`config.mk`:
```
export PLATFORM = sky130hd
export DESIGN_NAME = sm_config_loader
export DESIGN_NICKNAME = d
export VERILOG_FILES = /design/src/rtl/sm_config_loader.sv
export SDC_FILE = /design/constraint.sdc
export NUM_CORES = 1
export LEC_CHECK = 0
export CAP_MARGIN = 10
export CORE_AREA = 4 4 135 137
export CTS_BUF_LIST = sky130_fd_sc_hd__clkbuf_4 sky130_fd_sc_hd__clkbuf_8
export DETAILED_ROUTE_END_ITERATION = 8
export DIE_AREA = 0 0 139 141
export HOLD_SLACK_MARGIN = 0.05
export PLACE_DENSITY_LB_ADDON = 0.12
export SYNTH_ARGS = -nofsm -noshare
export SYNTH_HDL_FRONTEND = slang
export SYNTH_SLANG_ARGS = --single-unit
```
`constraint.sdc`:
```
create_clock -name clk -period 4.75 [get_ports clk]
set_input_delay 0.7125 -clock clk [delete_from_list [all_inputs] [get_ports clk]]
set_output_delay 0.7125 -clock clk [all_outputs]
set_load 0.005 [all_outputs]
```
`src/rtl/sm_config_loader.sv`:
```
// Serial configuration loader for the switch-matrix routing tile: sync hunt, frame shift-in,
// entry range check and atomic commit. Optional CRC-8 frame check enabled by CFG_CRC_EN.
module sm_config_loader #(
  parameter int unsigned N_TB    = 5,
  parameter int unsigned N_LR    = 4,
  parameter int unsigned ENTRY_W = 6,
  parameter logic [7:0]  SYNC    = 8'hA5,
  localparam int unsigned N_ENT  = 2 * N_TB + 2 * N_LR,
  localparam int unsigned PAY_W  = N_ENT * ENTRY_W
) (
  input  logic             clk,
  input  logic             rst_n,
  input  logic             cfg_valid,
  input  logic             cfg_bit,
  output logic             cfg_ready,
  input  logic             cfg_abort,
  output logic [PAY_W-1:0] cfg_out,
  output logic             cfg_commit,
  output logic             cfg_busy,
  output logic             cfg_err,
  output logic [1:0]       err_code
);

  localparam int unsigned CNT_W = $clog2(PAY_W);

  typedef enum logic [1:0] {
    StIdle,
    StLoad,
`ifdef CFG_CRC_EN
    StCrc,
`endif
    StCheck
  } state_e;

  state_e             state_q;
  logic [7:0]         win_q;
  logic [PAY_W-1:0]   shadow_q;
  logic [CNT_W-1:0]   cnt_q;
  logic               accept;
  logic               all_valid;

`ifdef CFG_CRC_EN
  logic [7:0] crc_q;
  logic [7:0] crc_rx_q;
  logic [2:0] crc_cnt_q;
  logic [7:0] crc_nxt;

  // Serial CRC-8, poly 0x07, one payload bit per step
  assign crc_nxt = {crc_q[6:0], 1'b0} ^ ({8{crc_q[7] ^ cfg_bit}} & 8'h07);
`endif

  assign cfg_ready = (state_q != StCheck);
  assign cfg_busy  = (state_q != StIdle);
  assign accept    = cfg_valid && cfg_ready;

  // Entry: [5:3] source index, [2:0] source side (0 = any, 1/3 top/bottom, 2/4 left/right)
  always_comb begin
    logic [2:0] idx;
    logic [2:0] side;
    all_valid = 1'b1;
    for (int k = 0; k < int'(N_ENT); k++) begin
      idx  = shadow_q[k * ENTRY_W + 3 +: 3];
      side = shadow_q[k * ENTRY_W +: 3];
      case (side)
        3'd0:       ;
        3'd1, 3'd3: if (32'(idx) >= N_TB) all_valid = 1'b0;
        3'd2, 3'd4: if (32'(idx) >= N_LR) all_valid = 1'b0;
        default:    all_valid = 1'b0;
      endcase
    end
  end

  always_ff @(posedge clk or negedge rst_n) begin
    if (!rst_n) begin
      state_q    <= StIdle;
      win_q      <= '0;
      shadow_q   <= '0;
      cnt_q      <= '0;
      cfg_out    <= '0;
      cfg_commit <= 1'b0;
      cfg_err    <= 1'b0;
      err_code   <= 2'b00;
`ifdef CFG_CRC_EN
      crc_q      <= '0;
      crc_rx_q   <= '0;
      crc_cnt_q  <= '0;
`endif
    end else begin
      cfg_commit <= 1'b0;
      if (cfg_abort) begin
        win_q <= '0;
        if (state_q != StIdle) begin
          state_q  <= StIdle;
          shadow_q <= '0;
          cnt_q    <= '0;
          cfg_err  <= 1'b1;
          err_code <= 2'b11;
`ifdef CFG_CRC_EN
          crc_q     <= '0;
          crc_rx_q  <= '0;
          crc_cnt_q <= '0;
`endif
        end
      end else begin
        unique case (state_q)
          StIdle: begin
            if (accept) begin
              if ({win_q[6:0], cfg_bit} == SYNC) begin
                state_q <= StLoad;
                win_q   <= '0;
              end else begin
                win_q <= {win_q[6:0], cfg_bit};
              end
            end
          end
          StLoad: begin
            if (accept) begin
              shadow_q <= {shadow_q[PAY_W-2:0], cfg_bit};
`ifdef CFG_CRC_EN
              crc_q    <= crc_nxt;
`endif
              if (cnt_q == CNT_W'(PAY_W - 1)) begin
                cnt_q <= '0;
`ifdef CFG_CRC_EN
                state_q <= StCrc;
`else
                state_q <= StCheck;
`endif
              end else begin
                cnt_q <= cnt_q + 1'b1;
              end
            end
          end
`ifdef CFG_CRC_EN
          StCrc: begin
            if (accept) begin
              crc_rx_q  <= {crc_rx_q[6:0], cfg_bit};
              crc_cnt_q <= crc_cnt_q + 1'b1;
              if (crc_cnt_q == 3'd7) state_q <= StCheck;
            end
          end
`endif
          StCheck: begin
            state_q <= StIdle;
            if (!all_valid) begin
              cfg_err  <= 1'b1;
              err_code <= 2'b01;
`ifdef CFG_CRC_EN
            end else if (crc_q != crc_rx_q) begin
              cfg_err  <= 1'b1;
              err_code <= 2'b10;
`endif
            end else begin
              cfg_out    <= shadow_q;
              cfg_commit <= 1'b1;
              cfg_err    <= 1'b0;
              err_code   <= 2'b00;
            end
`ifdef CFG_CRC_EN
            crc_q     <= '0;
            crc_rx_q  <= '0;
            crc_cnt_q <= '0;
`endif
          end
          default: state_q <= StIdle;
        endcase
      end
    end
  end

endmodule

```
==> flow_summary.json <==
{
  "synth_edf_count": 0,
  "port_buffers": 118,
  "avgSynthCellArea_um2": 13.8,
  "reg2reg_depth": 7,
  "synth_top_family_by_area": "compound AO/OA/AOI/OAI gates",
  "gp_congestion": 0.804,
  "cts_max_level": 2,
  "critPathLaunchType": "register",
  "hold_violations": 0,
  "viasPerCell": 5.85,
  "io_pins": 119,
  "r2r-end": "cfg_out[43]$_DFFE_PN0P_",
  "synthesis.area_um2": 9170,
  "synth_mux_area_share_pct": 13.3,
  "startpoint": "shadow_q[96]$_DFFE_PN0P_",
  "status": "finished, final reports clean",
  "critPathCapture": "cfg_out[43]$_DFFE_PN0P_",
  "rsz0062_at_grt": "false",
  "crit_chain": "o21ai_0, a211oi_1, nor4_1, nand4_1, nor4_4, buf_12, mux2_2",
  "finClkSkew_ns": 0.0187,
  "worstPathRequired_ns": 5.15,
  "slew_viol_final": 0,
  "clock_latency_ns": 0.52,
  "leakagePower_nw": 5.33,
  "hpwl_mm": 13.1,
  "synth.most_common_cell": "dfrtp_1",
  "max_cap_viol_count": 0,
  "fin_crit_sh_pct": 66.4,
  "grt_usage_pct": 21.0,
  "r2r_start": "shadow_q[96]$_DFFE_PN0P_",
  "rows": 48,
  "crit_fanout": 57,
  "drtIter0Drc": 364,
  "synthAdderAreaFrac_pct": 0.137,
  "grt.overflow.total": 0,
  "clock_path_buffers": 3,
  "first_pass_iters": 5,
  "crit_buf_inv": 1,
  "slowest_delay_ns": 0.51,
  "fin_crit_ns": 3.16,
  "p_total_mw": 3.72,
  "netlist_instances": 663,
  "coreArea_um2": 17100,
  "synthArstFlopShare_pct": 100,
  "fmax_mhz": 317,
  "synth_common_cells": "dfrtp_1, a22o_1, mux2_2, o21ai_0, nand2_1",
  "worstSetupPathType": "register to register",
  "multi_input_area_um2": 3110,
  "vias": 6042,
  "cp_num_cells": 7,
  "cts_tree": "yes",
  "yosysTopAreaCell": "dfrtp_1",
  "cp_top_family": "simple AND/OR/NAND/NOR gates",
  "synth-compound-area-share_pct": 14.7,
  "final_core_util_pct": 66.2,
  "powerDensity_nw_per_um2": 330,
  "die_h_um": 141,
  "clock-sinks": 235,
  "n_antenna_cell": 0,
  "num-nets-final": 795,
  "cts_hold_buf": 0,
  "worstSetupEndpointType": "register",
  "final_cells": 1033,
  "drc": 0,
  "synth.net_count": 669,
  "seqCellArea_um2": 5880,
  "grt_max_degree": 130,
  "slew_headroom_pct": 34.6,
  "synth-simple-area-share_pct": 5.39,
  "layout-drive-gt1-share_pct": 19.4,
  "place_ws_ns": 1.20,
  "fin_tns_setup_ns": 0,
  "synth-seq-area-share_pct": 64.2,
  "placed_cells": 975,
  "critPathArrivalTime_ns": 3.55,
  "synth_warnings": 0,
  "drtAntennaViolNets": 0,
  "dpl-instance-area_um2": 10600,
  "area_delta_synth_final_pct": 23.1,
  "initial_core_util_pct": 53.7,
  "antenna_found_initial": 0,
  "postCtsSetupBuffers": 0,
  "cts_resized": 0,
  "synth_top_area_share_pct": 64.2,
  "cts_buffers": 37,
  "fin_area_um2": 11300,
  "vdd_drop_max_mv": 0.228,
  "worstMarginPinSlew_ns": 0.981,
  "crit_slowest_cell": "o21ai_0",
  "cts.clk_slew.worst_paths_ns": 0.06,
  "setup_viol": 0,
  "fillers": 1244,
  "cts-root-buf": "clkbuf_8",
  "synth_cell_types": 37,
  "die_w_um": 139,
  "dieArea_um2": 19600,
  "synthXorXnorAreaFrac_pct": 0.191,
  "grt_pass1_wl_mm": 33.6,
  "synthTopCellsByArea": "dfrtp_1, mux2_2, a22o_1",
  "r2r_slack_ns": 1.59,
  "synth_seq_cells": 235,
  "totalWireLength_mm": 20.3,
  "grt_pass1_vias": 6305,
  "min_path_type": "input port to asynchronous set/reset pin",
  "timing.final.ws_setup_ns": 1.59,
  "routedWlPerCell_um": 19.7,
  "timing.hold.ws_ns": 0.254,
  "ys.flop_type": "dfrtp_1"
}
registers in the layout, summed over array words and instances, names as in the netlist:
register and cells:
cfg_err 1, err_code 1, cfg_commit 1, shadow_q 108, win_q 7, cfg_out 108
state_q 2, cnt_q 7
report_power, final:
| group | internal, mW | leakage (nW) | switching (mW) |
|---|---|---|---|
| clock network | 0.933 | 0.380 | 0.736 |
| logic | 0.00696 | 1.67 | 0.0451 |
| registers | 2.00 | 3.28 | 0.000678 |
| total | 2.94 | 5.33 | 0.781 |
cell usage in the layout (no fill, tap or decap), drive strengths merged, types with 2 or more instances in the layout:
cell type	instances
buf	8
a22oi	2
or3	2
or4b	3
o31ai	4
nand4	6
a21oi	19
o21ai	35
nand2	28
dfrtp	235
inv	6
nor4	3
mux2	108
clkinv	2
nor4b	4
clkbuf	55
a211oi	4
nand3	9
nor2	22
clkdlybuf4s50	117
nor3	7
xnor2	2
o311a	3
a22o	105
nor4bb	2
o21bai	4
nor3b	5
routing by layer:
layer  vias to the layer above  GRT usage, %  share of wire (%)
li1                       2735             -                  -
met1                      3114          29.3                 45
met2                       166          33.0                 48
met3                        27          4.82                4.9
met4                         0          6.80                2.2
met5                         -             0                  0
worst reg2reg max path: cells and delay by family, from the launching register on:
family	cells	cell delay (ns)
AND/OR/NAND/NOR	3	1.09
AO/OA/AOI/OAI	2	0.75
flip-flops	1	0.44
multiplexers	1	0.41
buffers and inverters	1	0.35
kinds of logic after synthesis:
logic type                 Yosys count
DFF                                235
adders and majority gates            1
and+or+nand+nor                     94
muxes                              108
buffers and inverters               44
AOI/OAI and AO/OA                  179
xor gates and xnor gates             2
cell type report:
cell class / instances / share of cell area, %
timing repair buffer: 125 / 11.3
multi-input combinational: 384 / 27.5
clock inverter: 3 / 0.155
clock buffer: 55 / 6.21
tap: 225 / 2.49
inverter: 6 / 0.200
sequential: 235 / 52.1
worst min path at each step:
stage	endpoint	slack (ns)
global route	shadow_q[48]$_DFFE_PN0P_	0.37
global placement	cfg_out[30]$_DFFE_PN0P_	0.47
finish	shadow_q[48]$_DFFE_PN0P_	0.25
detailed placement	cfg_out[39]$_DFFE_PN0P_	0.47
CTS	shadow_q[48]$_DFFE_PN0P_	0.33
floorplan	cfg_commit$_DFF_PN0_	0.42
(Power assumes the default switching activity.)
